### src/rtl/watch_pkg.sv
// Shared types and constants for the watch datapath: time fields, edit-field
// encoding and the set-mode controller state.
package watch_pkg;

  localparam int unsigned HOURS_W    = 5;
  localparam int unsigned MINSEC_W   = 6;
  localparam int unsigned TMO_W      = 6;
  localparam int unsigned MAX_HOURS  = 23;
  localparam int unsigned MAX_MINSEC = 59;

  typedef enum logic [2:0] {
    RUN    = 3'd0,
    SET_H  = 3'd1,
    SET_M  = 3'd2,
    SET_S  = 3'd3,
    COMMIT = 3'd4
  } state_t;

  typedef enum logic [1:0] {
    FIELD_NONE    = 2'd0,
    FIELD_HOURS   = 2'd1,
    FIELD_MINUTES = 2'd2,
    FIELD_SECONDS = 2'd3
  } field_t;

  typedef struct packed {
    logic [HOURS_W-1:0]  hours;
    logic [MINSEC_W-1:0] minutes;
    logic [MINSEC_W-1:0] seconds;
  } time_t;

  // Field shown as "under edit" for a given controller state.
  function automatic field_t field_of(input state_t st);
    case (st)
      SET_H:   return FIELD_HOURS;
      SET_M:   return FIELD_MINUTES;
      SET_S:   return FIELD_SECONDS;
      default: return FIELD_NONE;
    endcase
  endfunction

endpackage

### src/rtl/wrap_step.sv
// Combinational +1/-1 stepper over the range 0..MAX with wrap-around.
// Up and down together leave the value unchanged.
module wrap_step #(
  parameter int unsigned W   = 6,
  parameter int unsigned MAX = 59
) (
  input  logic [W-1:0] value_i,
  input  logic         up_i,
  input  logic         down_i,
  output logic [W-1:0] step_c_o
);

  always_comb begin
    step_c_o = value_i;
    if (up_i && !down_i) begin
      step_c_o = (value_i >= W'(MAX)) ? '0 : value_i + W'(1);
    end else if (down_i && !up_i) begin
      step_c_o = (value_i == '0) ? W'(MAX) : value_i - W'(1);
    end
  end

endmodule

### src/rtl/watch_set_ctrl.sv
// Time-setting controller: freezes the counter, edits a shadow copy of the
// time field by field, and commits it with a one-cycle load pulse.
module watch_set_ctrl
  import watch_pkg::*;
#(
  parameter int unsigned TIMEOUT_S = 30
) (
  input  logic                clk_100MHz_i,
  input  logic                reset_n_i,
  input  logic                seconds_pulse_i,
  input  logic                btn_mode_i,
  input  logic                btn_up_i,
  input  logic                btn_down_i,
  input  logic [MINSEC_W-1:0] seconds_i,
  input  logic [MINSEC_W-1:0] minutes_i,
  input  logic [HOURS_W-1:0]  hours_i,
  output logic                count_enable_o,
  output logic                load_time_o,
  output logic [MINSEC_W-1:0] load_seconds_o,
  output logic [MINSEC_W-1:0] load_minutes_o,
  output logic [HOURS_W-1:0]  load_hours_o,
  output logic [1:0]          edit_field_o,
  output logic                blink_o
);

  state_t             state_q, state_d;
  time_t              shadow_q, shadow_d;
  logic [TMO_W-1:0]   tmo_q, tmo_d;
  logic               blink_q, blink_d;
  logic               cen_q, cen_d;
  logic               load_q, load_d;
  field_t             field_q, field_d;

  logic [HOURS_W-1:0]  hours_step_c;
  logic [MINSEC_W-1:0] minutes_step_c;
  logic [MINSEC_W-1:0] seconds_step_c;
  logic                adjust_c;
  logic                in_set_c;

  assign adjust_c = btn_up_i | btn_down_i;
  assign in_set_c = (state_q == SET_H) || (state_q == SET_M) || (state_q == SET_S);

  wrap_step #(.W(HOURS_W), .MAX(MAX_HOURS)) u_step_hours (
    .value_i  (shadow_q.hours),
    .up_i     (btn_up_i),
    .down_i   (btn_down_i),
    .step_c_o (hours_step_c)
  );

  wrap_step #(.W(MINSEC_W), .MAX(MAX_MINSEC)) u_step_minutes (
    .value_i  (shadow_q.minutes),
    .up_i     (btn_up_i),
    .down_i   (btn_down_i),
    .step_c_o (minutes_step_c)
  );

  wrap_step #(.W(MINSEC_W), .MAX(MAX_MINSEC)) u_step_seconds (
    .value_i  (shadow_q.seconds),
    .up_i     (btn_up_i),
    .down_i   (btn_down_i),
    .step_c_o (seconds_step_c)
  );

  // Next-state, shadow, timeout and blink computation.
  always_comb begin
    state_d  = state_q;
    shadow_d = shadow_q;
    tmo_d    = tmo_q;
    blink_d  = blink_q;

    case (state_q)
      RUN: begin
        blink_d = 1'b0;
        if (btn_mode_i) begin
          shadow_d.hours   = hours_i;
          shadow_d.minutes = minutes_i;
          shadow_d.seconds = seconds_i;
          tmo_d            = '0;
          state_d          = SET_H;
        end
      end
      SET_H, SET_M, SET_S: begin
        if (seconds_pulse_i) begin
          blink_d = ~blink_q;
        end
        // Mode wins over up/down; any button restarts the inactivity timer.
        if (btn_mode_i) begin
          tmo_d = '0;
          if (state_q == SET_H) begin
            state_d = SET_M;
          end else if (state_q == SET_M) begin
            state_d = SET_S;
          end else begin
            state_d = COMMIT;
          end
        end else if (adjust_c) begin
          tmo_d = '0;
          if (state_q == SET_H) begin
            shadow_d.hours = hours_step_c;
          end else if (state_q == SET_M) begin
            shadow_d.minutes = minutes_step_c;
          end else begin
            shadow_d.seconds = seconds_step_c;
          end
        end else if (seconds_pulse_i) begin
          if (tmo_q >= TMO_W'(TIMEOUT_S - 1)) begin
            tmo_d   = '0;
            state_d = RUN;
          end else begin
            tmo_d = tmo_q + TMO_W'(1);
          end
        end
      end
      COMMIT: begin
        state_d = RUN;
      end
      default: begin
        state_d = RUN;
      end
    endcase

    if (!((state_d == SET_H) || (state_d == SET_M) || (state_d == SET_S))) begin
      blink_d = 1'b0;
    end else if (!in_set_c) begin
      blink_d = 1'b0;
    end
  end

  // Outputs are decoded from the next state so they register alongside it.
  always_comb begin
    cen_d   = (state_d == RUN);
    load_d  = (state_d == COMMIT);
    field_d = field_of(state_d);
  end

  always_ff @(posedge clk_100MHz_i or negedge reset_n_i) begin
    if (!reset_n_i) begin
      state_q  <= RUN;
      shadow_q <= '0;
      tmo_q    <= '0;
      blink_q  <= 1'b0;
      cen_q    <= 1'b1;
      load_q   <= 1'b0;
      field_q  <= FIELD_NONE;
    end else begin
      state_q  <= state_d;
      shadow_q <= shadow_d;
      tmo_q    <= tmo_d;
      blink_q  <= blink_d;
      cen_q    <= cen_d;
      load_q   <= load_d;
      field_q  <= field_d;
    end
  end

  assign count_enable_o = cen_q;
  assign load_time_o    = load_q;
  assign load_hours_o   = shadow_q.hours;
  assign load_minutes_o = shadow_q.minutes;
  assign load_seconds_o = shadow_q.seconds;
  assign edit_field_o   = field_q;
  assign blink_o        = blink_q;

endmodule

### config.mk
export PLATFORM = sky130hd
export DESIGN_NAME = watch_set_ctrl
export DESIGN_NICKNAME = d
export VERILOG_FILES = /design/src/rtl/watch_pkg.sv /design/src/rtl/wrap_step.sv /design/src/rtl/watch_set_ctrl.sv
export SDC_FILE = /design/constraint.sdc
export NUM_CORES = 1
export LEC_CHECK = 0
export BUFFER_PORTS_ARGS = -buffer_cell sky130_fd_sc_hd__buf_2
export CAP_MARGIN = 20
export CORE_MARGIN = 2
export CORE_UTILIZATION = 51
export DETAILED_ROUTE_END_ITERATION = 10
export GPL_TIMING_DRIVEN = 0
export PLACE_DENSITY = 0.81
export SETUP_SLACK_MARGIN = 0.5
export SKIP_LAST_GASP = 1
export SLEW_MARGIN = 30
export SYNTH_ARGS = -nofsm -noshare
export SYNTH_HDL_FRONTEND = slang
export SYNTH_SLANG_ARGS = --single-unit
### constraint.sdc
create_clock -name clk_100MHz_i -period 1.83 [get_ports clk_100MHz_i]
set_input_delay 0.4575 -clock clk_100MHz_i [delete_from_list [all_inputs] [get_ports clk_100MHz_i]]
set_output_delay 0.4575 -clock clk_100MHz_i [all_outputs]
set_load 0.05 [all_outputs]
* After elaboration in Yosys (flattened, before gate mapping)
Cells that the tools add are included.
Word-level totals: register bits 31, input bits 23, word-level logic and storage cells 99
Operators by class: $add $sub $neg 7, order comparisons 4, equality and inequality tests 18, mux-type cells 39, bitwise operators 2, reductions and logical operators 20
Operators by type and width (number):
- 6-bit two-way mux | 15
- 17-bit two-way mux | 3
- 17-bit case mux with 2 select lines | 1
- 5-bit two-way mux | 5
- 3-bit two-way mux | 7
- 6-bit by 1-bit adder with 6-bit output, second input constant | 3
- 2-bit inequality test, second input constant | 7
- 7-bit AND reduction | 2
- 3-bit by 2-bit == test with 1-bit output, second input constant | 4
- 6-bit >= comparator, second input constant | 2
- 6-bit logical NOT | 2
- 12-bit two-way mux | 1
- 6-bit case mux with 2 select lines | 1
- 6-bit by 1-bit subtractor with 6-bit output, second input constant | 2
- 4-bit inequality test, second input constant | 2
- 3-bit by 1-bit == test with 1-bit output, second input constant | 2
- 6-bit by 5-bit >= comparator with 1-bit output, second input constant | 1
- 3-bit logical NOT | 2
- 2-bit case mux with 3 select lines | 1
- 3-bit case mux with 2 select lines | 1
- 6-bit AND reduction | 1
- 5-bit by 1-bit adder with 5-bit output, second input constant | 1
- 5-bit >= comparator, second input constant | 1
- 5-bit logical NOT | 1
- other kinds (15) | 22

* Logic depth before layout (Yosys ltp)
Gate-level depths: netlist of the first run.
depth in word-level cells 11, gate-level depth with buffers 7, depth with buffers taken out 7

* By module
A second synthesis of the first run with hierarchy kept.
Second synthesis, totals: cells, all modules 339, area total of the unflattened synthesis 2854.0 um2
By module, submodules not included:
- watch_set_ctrl | times used 1, cells an instance 170, area an instance 1741.7 um2
- wrap_step (u_step_seconds) | times used 1, cells an instance 64, area an instance 430.4 um2
- wrap_step (u_step_minutes) | times used 1, cells an instance 66, area an instance 416.6 um2
- wrap_step (u_step_hours) | times used 1, cells an instance 39, area an instance 265.3 um2

* Least setup slack after synthesis of the first run
No wires, ideal clock.
path kind register -> register, from register shadow_q, in the netlist load_hours_o[0], to register shadow_q, in the netlist load_hours_o[1], setup time 90 ps, arrival time 1954 ps, path slack -214 ps, stages on the path, launching flop included 8, clock period less this slack 2044 ps, cell sequence dfrtp_1 inv_1 ha_1 or3b_4 or2_2 a21oi_1 a31oi_1 o221ai_1
Between the ends: word-level cells in the longest chain between the ends 8, elaborated cells on any way between the ends 12
Ends and longest elaborated chain:
- start: declaration | RTL line watch_set_ctrl.sv:27 | time_t shadow_q, shadow_d;
- start signal: assignment | RTL line watch_set_ctrl.sv:147 | shadow_q <= shadow_d;
- 5-bit by 1-bit subtractor with 5-bit output or 5-bit logical NOT (tied branches) | RTL line wrap_step.sv:18 | step_c_o = (value_i == '0) ? W'(MAX) : value_i - W'(1);
- 5-bit two-way mux | RTL line wrap_step.sv:18
- 5-bit two-way mux | RTL line wrap_step.sv:17 | end else if (down_i && !up_i) begin
- 5-bit two-way mux * | RTL line wrap_step.sv:15 | if (up_i && !down_i) begin
- 5-bit two-way mux * | RTL line watch_set_ctrl.sv:98 | if (state_q == SET_H) begin
- 17-bit two-way mux * | RTL line watch_set_ctrl.sv:96 | end else if (adjust_c) begin
- 17-bit two-way mux * | RTL line watch_set_ctrl.sv:87 | if (btn_mode_i) begin
- 17-bit case mux with 2 select lines * | RTL line watch_set_ctrl.sv:71 | case (state_q)
Mark *: on every way between the ends. The rest lies on a longest branch, timed or not. The select of a mux whose other input is x is not followed. A chain may end at the register's enable or synchronous reset.

* Worst setup path in the final report of the first run
from register shadow_q, in the netlist load_seconds_o[2], to register shadow_q, in the netlist load_seconds_o[3]
Between the ends: word-level cells in the longest chain between the ends 9, elaborated cells on any way between the ends 13
Ends and longest elaborated chain:
- 6-bit by 1-bit subtractor with 6-bit output or 6-bit logical NOT (tied branches) | RTL line wrap_step.sv:18
- 6-bit two-way mux | RTL line wrap_step.sv:18
- 6-bit two-way mux | RTL line wrap_step.sv:17
- 6-bit two-way mux * | RTL line wrap_step.sv:15
- 6-bit two-way mux * | RTL line watch_set_ctrl.sv:100 | end else if (state_q == SET_M) begin
- 12-bit two-way mux * | RTL line watch_set_ctrl.sv:98
- 17-bit two-way mux * | RTL line watch_set_ctrl.sv:96
- 17-bit two-way mux * | RTL line watch_set_ctrl.sv:87
- 17-bit case mux with 2 select lines * | RTL line watch_set_ctrl.sv:71
Marks and branches as above.

==> results of run 1 <==
-- placed cells by master, fill, tap and decap left out, types with 5 or more instances in the layout --
master | synthesis | routed
buf_6 | 3 | 37
o21ai_1 | 3 | 14
buf_8 | 0 | 7
nor2_1 | 23 | 16
buf_4 | 3 | 58
o21ai_0 | 22 | 7
a31oi_1 | 6 | 5
nor3_2 | 1 | 5
inv_2 | 0 | 7
clkbuf_8 | 0 | 10
nor2_2 | 1 | 6
buf_2 | 6 | 21
nand3_1 | 13 | 9
ha_4 | 0 | 6
a21oi_1 | 24 | 14
dfrtp_2 | 0 | 19
nand2_1 | 16 | 15
a21oi_2 | 0 | 9
dfrtp_1 | 30 | 11
-- worst paths after layout --
check | to | slack [ns] | depth (start not counted) | startpoint
min in group clk_100MHz_i | load_hours_o[1] | 0.40 | 3 | hours_i[1]
worst min-delay path | load_hours_o[2] | 0.24 | 1 | reset_n_i
worst max-delay path | load_seconds_o[3] | -0.05 | 6 | load_seconds_o[2]
worst min register to register | tmo_q[5] | 0.50 | 2 | tmo_q[5]
worst max register to register | load_seconds_o[3] | -0.05 | 6 | load_seconds_o[2]
max in group asynchronous | tmo_q[0] | 1.03 | 1 | reset_n_i
-- worst reg2reg max path, stage by stage (launching register included) --
cell     delay [ns]
dfrtp_2        0.40
buf_6          0.17
and3_1         0.27
nor3_1         0.10
or3_1          0.38
a221o_1        0.32
a21oi_1        0.17
-- metal layers --
layer	track usage [%]	routed length, um
met1	42.1	4010
met2	55.6	5160
met3	5.66	1220
met4	17.9	844
met5	0	0
-- flip-flops by register name (all words and copies together), names as in the netlist --
| register | cells |
|---|---|
| load_seconds_o | 6 |
| tmo_q | 6 |
| blink_o | 1 |
| edit_field_o | 2 |
| count_enable_o | 1 |
| load_minutes_o | 6 |
| load_hours_o | 5 |
| state_q | 3 |
| load_time_o | 1 |
-- metrics by stage --
step	setup slack, ns	hold slack, ns	area, um^2	cells	util (%)
finish	-0.0494	0.239	4200	465	90.1
detailed placement	-0.0690	0.491	2980	390	63.8
CTS	0.122	0.256	3820	443	82.0
global placement	-0.0262	0.458	2980	390	63.8
floorplan	0.0363	0.162	2690	292	-
global route	-0.0924	0.296	4200	465	90.1
-- final cells by class --
cell class | count | share of cell area, %
buffer | 24 | 6.29
clock buffer | 6 | 1.97
sequential | 31 | 19.1
clock inverter | 2 | 0.834
timing repair buffer | 110 | 21.7
multi-input combinational | 228 | 47.5
inverter | 10 | 0.953
tap | 54 | 1.61
-- repair_timing --
action | CTS | global route
setup endpoints to repair | 50 | 50
resized for setup | 101 | 58
pin swaps | 27 | 34
gates cloned | 3 | 1
buffers inserted | 42 | 21
-- power groups by stage --
stage	clock (mW)	sequential, mW	combinational (mW)
5_1_grt	0.778	1.28	6.40
3_3_place_gp	0	1.25	3.66
6_report	0.758	1.26	6.20
2_1_floorplan	0	2.00	2.23
3_5_place_dp	0	1.26	3.71
4_1_cts	0.734	1.24	4.98
-- cells by family after synthesis --
kind of cell | after synthesis | share of synthesized area (%)
fa+ha+maj | 10 | 5.05
mux | 2 | 0.927
flops | 31 | 32.0
compound gates | 106 | 29.3
xor+xnor | 4 | 1.75
buf+inv | 34 | 6.96
simple gates | 105 | 24.0
==> impl_metrics.csv, run 1 <==
group,metric,value,unit
sta,setup_tns,-0.0688,ns
yosys,synth_ff_type,"dfrtp_1",
finish,fillers,188,
flow_run,drv_cap,0,
yosys,syn_area_per_cell,8.32,um^2
yosys,synth_commonest_cells,"dfrtp_1, a21oi_1, nor2_1",
power_and_ir_drop,vdd_drop_max,1390,uV
clock_network,cts_tree,"done",
setup_path,cp-end-kind,"flop",
placement,dp_hpwl,4440,um
power_and_ir_drop,p_switching,4.03,mW
clock_network,clock_latency,0.30,ns
finish,multi_input_area,2000,um^2
setup_path,worst-path-max-fanout,10,
clock_network,ctsHtreeMaxLevel,2,
sta,fin_crit_sh,103,%
sta,period_minus_slack,1.88,ns
sta,rsz0062_at_grt,"yes",
yosys,ys_ff_latch,31,
floorplan,fp.coreArea,4660,um^2
sta,slew_headroom,47.0,%
detailed_routing,postRouteAntennaNets,0,
power_and_ir_drop,seq_power_share,15.4,%
yosys,synth_cell_types,62,
sta,worstMarginPinSlew,0.795,ns
power_and_ir_drop,intPower,4.19,mW
yosys,yosysTopAreaCell,"dfrtp_1",
clock_network,cts_sinks,31,
finish,diodes,0,
yosys,yosysSeqAreaShare,32.0,%
yosys,synth_top_area_share,30.9,%
setup_path,start_kind,"flop",
detailed_routing,viasPerCell,7.06,
floorplan,die_h,73.0,um
setup_path,slowest_stage,"dfrtp_2",
yosys,syn-cell-area,2430,um^2
yosys,ys_warn_count,0,
grt,grt_pass1_wl,13800,um
run_status,status,"finished, violations left",
placement,io_buffers,44,
sta,setup_viol,2,
clock_network,numCtsBuffers,5,
power_and_ir_drop,power_density,1960,nW/um^2
power_and_ir_drop,p_comb_share,75.4,%
detailed_routing,vias,3282,
setup_path,cp_top_family,"simple AND/OR/NAND/NOR gates",
grt,grtUsageTotal,33.8,%
yosys,synthTopCellsByArea,"dfrtp_1, a21oi_1, ha_1",
sta,finalHoldViolations,0,
grt,grt_max_degree,32,
floorplan,rows,25,
sta,drv_slew,0,
finish,regArea,801,um^2
detailed_routing,drt_pass1_iterations,7,
power_and_ir_drop,clock_power_share,9.2,%
hold_path,hold_path.class,"in2async",
clock_network,cts_hold_buf,0,
placement,gp_congestion,0.842,
setup_path,crit_buf_inv,1,
clock_network,clk_pin_slew_worst_paths,0.08,ns
clock_network,cts.path.max_buffers,2,
floorplan,ios,45,
finish,nets,442,
run_status,violations,"negative setup slack",
detailed_routing,drt_iter0_markers,504,
clock_network,cts_root_buffer,"clkbuf_8",
floorplan,dieArea,5330,um^2
grt,antenna_found_initial,0,
yosys,syn_inst,292,
power_and_ir_drop,fin_total_pwr,8.22,mW
floorplan,start_util,52.1,%
power_and_ir_drop,p_leak,1.77,nW
yosys,synth_edf_count,0,
finish,area_growth,73.0,%
setup_path,cpPeakStageDelay,0.40,ns
sta,skew,0.00755,ns
yosys,syn_nets,324,
yosys,async_flop_share,100,%
finish,drive_gt1_share,61.6,%
detailed_routing,routed_wl,11200,um
sta,worst_slack,-0.0494,ns
power_and_ir_drop,swShare,49.0,%
setup_path,critPathKind,"reg2reg",
setup_path,cp.required,2.04,ns
sta,max_freq,532,MHz
detailed_routing,avgRoutedWirePerCell,24.2,um
setup_path,cp_cell_sequence,"buf_6 > and3_1 > nor3_1 > or3_1 > a221o_1 > a21oi_1",
detailed_routing,drc_errors,0,
yosys,yosysMostFrequentCell,"dfrtp_1",
floorplan,chipWidth,73.0,um
grt,grt_pass1_vias,2808,
setup_path,cp.arrival,2.09,ns
grt,grt-ovfl-total,0,
No activity file was read; power rests on OpenSTA's default activity.
==> run 2, diff against run 1 <==
- ABC_AREA: default -> 1
==> run 2 against run 1 <==
The run now ends clean. Non-clock buffer count is 45 lower. Wire length is 19% lower. Fmax is 20% higher. Synthesized cell count is 31% higher. Sequential cell count stayed put. Clock power is 8.0% lower.
==> impl_metrics.csv, run 2 <==
group,metric,value,unit
run_status,status,"complete, no violations",
setup_path,reg2reg_to,"load_hours_o[1]",
setup_path,cp.required,2.06,ns
sta,max_freq,636,MHz
yosys,synthTopCellsByArea,"dfrtp_1, nand2_1, nand3_1",
floorplan,die_h,73.9,um
placement,dp_hpwl,4700,um
floorplan,rows,25,
floorplan,start_util,52.7,%
detailed_routing,drc_errors,0,
yosys,syn_nets,415,
setup_path,cp_top_family,"simple AND/OR/NAND/NOR gates",
grt,grt-ovfl-total,0,
yosys,synth_commonest_cells,"nand2_1, nand3_1, inv_1",
finish,area_growth,53.6,%
finish,fillers,267,
yosys,yosysSeqAreaShare,31.2,%
floorplan,chipWidth,73.9,um
sta,slew_headroom,50.5,%
sta,period_minus_slack,1.57,ns
yosys,syn_inst,383,
setup_path,cp-end-kind,"flop",
yosys,ys_ff_latch,31,
sta,finalHoldViolations,0,
sta,fin_crit_sh,85.9,%
setup_path,crit_buf_inv,1,
yosys,ys_warn_count,0,
flow_run,drv_cap,0,
grt,grt_pass1_vias,2810,
finish,regArea,807,um^2
grt,grt_pass1_wl,12700,um
grt,grtUsageTotal,30.2,%
sta,setup_tns,0,ns
detailed_routing,routed_wl,9140,um
clock_network,clk_pin_slew_worst_paths,0.08,ns
finish,nets,504,
clock_network,cts_root_buffer,"clkbuf_8",
clock_network,ctsHtreeMaxLevel,2,
setup_path,r2r_cells,8,
clock_network,clock_latency,0.30,ns
power_and_ir_drop,power_density,2230,nW/um^2
detailed_routing,viasPerCell,5.85,
sta,rsz0062_at_grt,"yes",
clock_network,cts_sinks,31,
placement,gp_congestion,0.875,
setup_path,critPathKind,"reg2reg",
detailed_routing,drt_pass1_iterations,5,
detailed_routing,avgRoutedWirePerCell,16.9,um
grt,antenna_found_initial,0,
clock_network,cts.path.max_buffers,2,
detailed_routing,vias,3160,
setup_path,cpPeakStageDelay,0.47,ns
floorplan,ios,45,
setup_path,cp-endpoint,"load_hours_o[1]",
setup_path,critical_path.startpoint,"state_q[0]",
setup_path,reg2reg_from,"state_q[0]",
sta,worstMarginPinSlew,0.743,ns
power_and_ir_drop,p_leak,1.89,nW
yosys,syn-cell-area,2490,um^2
placement,io_buffers,44,
sta,setup_viol,0,
hold_path,hold_path.class,"in2async",
yosys,synth_top_area_share,30.2,%
setup_path,cp_cell_sequence,"nand2_4 > nand2_8 > o21ai_4 > nand2_4 > buf_8 > nor3_1 > nand2_1 > nand2_1",
clock_network,numCtsBuffers,5,
setup_path,cp.depth,8,
finish,diodes,0,
yosys,synth_cell_types,33,
power_and_ir_drop,vdd_drop_max,1110,uV
yosys,syn_area_per_cell,6.50,um^2
floorplan,fp.coreArea,4720,um^2
yosys,synth_ff_type,"dfrtp_1",
finish,multi_input_area,1820,um^2
setup_path,start_kind,"flop",
clock_network,cts_tree,"done",
grt,grt_max_degree,32,
setup_path,reg2reg_slack,0.26,ns
yosys,async_flop_share,100,%
yosys,yosysMostFrequentCell,"nand2_1",
clock_network,cts_hold_buf,0,
setup_path,slowest_stage,"dfrtp_2",
yosys,synth_edf_count,0,
setup_path,cp.arrival,1.80,ns
finish,layout_common_cells,"nand2_1, nand3_1, inv_1, buf_4, nor2_1",
finish,final_common_cell,"nand2_1",
sta,skew,0.00980,ns
detailed_routing,postRouteAntennaNets,0,
floorplan,dieArea,5450,um^2
setup_path,worst-path-max-fanout,8,
detailed_routing,drt_iter0_markers,300,
yosys,yosysTopAreaCell,"dfrtp_1",
finish,drive_gt1_share,45.9,%
finish,final_core_util,81.0,%
sta,drv_slew,0,
-- run 2: cell count changes in the layout (fill, tap and decap cells not counted), sizes merged, moves of 6 or more --
cell,previous run,this run
buf,123,88
nand2,16,118
nor2b,7,0
o21ai,25,12
nor2,24,43
nand4,0,10
a21oi,24,7
inv,10,57
clkbuf,17,8
nand2b,6,0
nand3,13,55
-- run 2: worst min path at each step --
stage / start / slack, ns / cells past startpoint / to
global route: reset_n_i / 0.29 / 1 / load_seconds_o[5]
CTS: reset_n_i / 0.25 / 1 / load_minutes_o[0]
detailed placement: load_hours_o[3] / 0.52 / 2 / load_hours_o[3]
global placement: load_minutes_o[5] / 0.52 / 2 / load_minutes_o[5]
floorplan: reset_n_i / 0.16 / 0 / blink_o
finish: reset_n_i / 0.22 / 1 / load_minutes_o[0]
-- run 2: timing repair --
item,in CTS,in global routing
gates cloned,2,0
setup endpoints to repair,49,48
resized for setup,90,45
buffers inserted,30,6
pin swaps,22,27
-- run 2: metrics by stage --
stage / std cells / hold WS, ns / power [mW] / area, um^2 / setup slack [ns]
6_report: 540 / 0.222 / 8.53 / 3820 / 0.258
2_1_floorplan: 383 / 0.162 / 4.80 / 2660 / 0.364
5_1_grt: 540 / 0.288 / 8.97 / 3820 / 0.172
4_1_cts: 534 / 0.249 / 7.67 / 3630 / 0.370
3_5_place_dp: 494 / 0.523 / 5.71 / 2960 / 0.125
3_3_place_gp: 494 / 0.520 / 5.59 / 2960 / 0.165
-- run 2: layout make-up --
type / instances / share of cell area (%)
inverter: 57 / 6.12
tap: 67 / 2.19
buffer: 8 / 1.77
clock buffer: 7 / 2.00
clock inverter: 1 / 0.785
multi-input combinational: 287 / 47.7
timing repair buffer: 81 / 18.2
timing repair inverter: 1 / 0.164
sequential: 31 / 21.1
-- run 2: power by group --
group,internal (mW),switching (mW)
sequential,1.03,0.387
combinational,2.57,3.85
clock,0.408,0.289
total,4.00,4.52
-- run 2: kinds of logic after synthesis --
group / count (synthesis) / share of synthesized area (%)
buffers and inverters: 65 / 10.5
flip-flops: 31 / 31.2
XOR/XNOR: 5 / 1.76
AO/OA/AOI/OAI: 27 / 6.89
AND/OR/NAND/NOR: 246 / 45.1
adder cells (fa/ha/maj): 9 / 4.52
-- run 2: per-layer routing --
layer  track usage [%]  share of wire, %  vias up
met5                 0                 0        -
met4              12.5               6.0        0
met3              5.62               8.6       77
met2              48.9                47      221
met1              39.4                38     1453
li1                  -                 -     1409
==> run 3, diff against run 2 <==
- SETUP_SLACK_MARGIN: 0.5 -> 0.02
==> run 3 against run 2 <==
Sequential cell count did not move. Global-route usage is 5.7 points lower. Clock power down 18%. Clock-buffer cell count stayed put. Combinational power shrank 36%. Wire length fell by 32%. Core utilization fell by 20 points. Sequential power down 9%. Highest routed layer unchanged.
==> impl_metrics.csv, run 3 (synthesis results as in run 2) <==
group,metric,value,unit
setup_path,critical_path.startpoint,"load_minutes_o[0]",
placement,dp_hpwl,4570,um
finish,fillers,430,
power_and_ir_drop,vdd_drop_max,1040,uV
hold_path,hold_path.class,"in2async",
clock_network,ctsHtreeMaxLevel,2,
detailed_routing,drc_errors,0,
grt,grt_pass1_vias,2310,
sta,period_minus_slack,1.59,ns
detailed_routing,postRouteAntennaNets,0,
placement,post-place-ws,0.159,ns
grt,antenna_found_initial,0,
setup_path,worst-path-max-fanout,6,
detailed_routing,drt_iter0_markers,294,
clock_network,cts_root_buffer,"clkbuf_8",
detailed_routing,viasPerCell,5.26,
clock_network,clk_pin_slew_worst_paths,0.07,ns
floorplan,fp.coreArea,4720,um^2
sta,fin_crit_sh,87.1,%
setup_path,cp.required,2.02,ns
finish,area_growth,15.9,%
clock_network,cts_hold_buf,0,
setup_path,critPathKind,"reg2reg",
clock_network,cts_setup_buffers,0,
setup_path,reg2reg_slack,0.24,ns
floorplan,rows,25,
setup_path,cp-end-kind,"flop",
sta,setup_tns,0,ns
sta,worstMarginPinSlew,0.733,ns
clock_network,clock_latency,0.29,ns
setup_path,reg2reg_to,"load_minutes_o[2]",
clock_network,cts_sinks,31,
setup_path,reg2reg_from,"load_minutes_o[0]",
detailed_routing,avgRoutedWirePerCell,12.4,um
placement,io_buffers,44,
finish,layout_common_cells,"nand2_1, nand3_1, buf_2, inv_1, nor2_1",
setup_path,cp-endpoint,"load_minutes_o[2]",
floorplan,dieArea,5450,um^2
sta,rsz0062_at_grt,"no",
clock_network,numCtsBuffers,5,
floorplan,ios,45,
setup_path,cp.arrival,1.78,ns
finish,drive_gt1_share,20.5,%
grt,grtUsageTotal,24.5,%
sta,drv_slew,0,
power_and_ir_drop,p_leak,1.62,nW
setup_path,r2r_cells,7,
grt,grt-ovfl-total,0,
floorplan,die_h,73.9,um
sta,worst_slack,0.237,ns
sta,setup_viol,0,
clock_network,cts.path.max_buffers,2,
floorplan,start_util,52.7,%
clock_network,cts.repair.resized,0,
finish,final_common_cell,"nand2_1",
sta,skew,0.0103,ns
detailed_routing,drt_pass1_iterations,5,
finish,diodes,0,
grt,grt_pass1_wl,10400,um
sta,slew_headroom,51.2,%
detailed_routing,routed_wl,6230,um
floorplan,chipWidth,73.9,um
power_and_ir_drop,power_density,2060,nW/um^2
finish,nets,466,
detailed_routing,vias,2642,
sta,finalHoldViolations,0,
sta,max_freq,628,MHz
grt,grt_max_degree,32,
flow_run,drv_cap,0,
placement,gp_congestion,0.872,
setup_path,start_kind,"flop",
run_status,status,"complete, no violations",
clock_network,cts_tree,"done",
run 3: changes by cell type in the layout (fill, tap and decap cells not counted), moves of 14 or more:
cell,change
buf_2,+26
inv_1,+18
nand2_1,+19
buf_6,-26
inv_2,-14
buf_4,-31
dfrtp_1,+18
dfrtp_2,-15
run 3: worst min path at each step:
| stage | end | start | depth (start not counted) |
|---|---|---|---|
| floorplan | blink_o | reset_n_i | 0 |
| CTS | load_hours_o[1] | reset_n_i | 1 |
| finish | load_seconds_o[4] | reset_n_i | 1 |
| global placement | tmo_q[5] | tmo_q[5] | 2 |
| global route | load_seconds_o[4] | reset_n_i | 1 |
| detailed placement | load_seconds_o[5] | load_seconds_o[5] | 2 |
run 3: worst max-delay path, stage by stage (launching register included):
cell and delay [ns]:
dfrtp_1 0.43, inv_1 0.19, ha_1 0.26, nand4_1 0.23, nand3_1 0.13, nand3_1 0.09
nand3b_1 0.10, nand2_1 0.05
run 3: per-layer routing:
layer | track usage [%] | routed length, um
met2 | 40.0 | 2980
met1 | 32.9 | 2860
met3 | 4.25 | 327
met4 | 8.08 | 68
met5 | 0 | 0
run 3: layout make-up:
cell class / count / area, um^2 / share of cell area, %
timing repair buffer: 44 / 220 / 7.64
inverter: 57 / 215 / 7.46
tap: 67 / 83.8 / 2.91
sequential: 31 / 777 / 26.9
multi-input combinational: 287 / 1450 / 50.3
clock inverter: 1 / 5.00 / 0.174
clock buffer: 7 / 86.3 / 2.99
buffer: 8 / 46.3 / 1.61
run 3: where the power goes:
group          total (mW)  switching, mW  internal [mW]
Sequential           1.29          0.316          0.974
Combinational        4.08           2.85           1.23
Clock               0.574          0.271          0.303
Total                5.94           3.44           2.50
run 3: metrics by stage:
stage          power, mW  area, um^2  util [%]  hold WS (ns)  std cells
2_1_floorplan       4.45        2490         -         0.162        383
3_3_place_gp        5.23        2790      59.1         0.532        494
3_5_place_dp        5.33        2790      59.1         0.535        494
4_1_cts             5.93        2880      61.1         0.246        502
5_1_grt             6.49        2880      61.1         0.294        502
6_report            5.94        2880      61.1         0.224        502
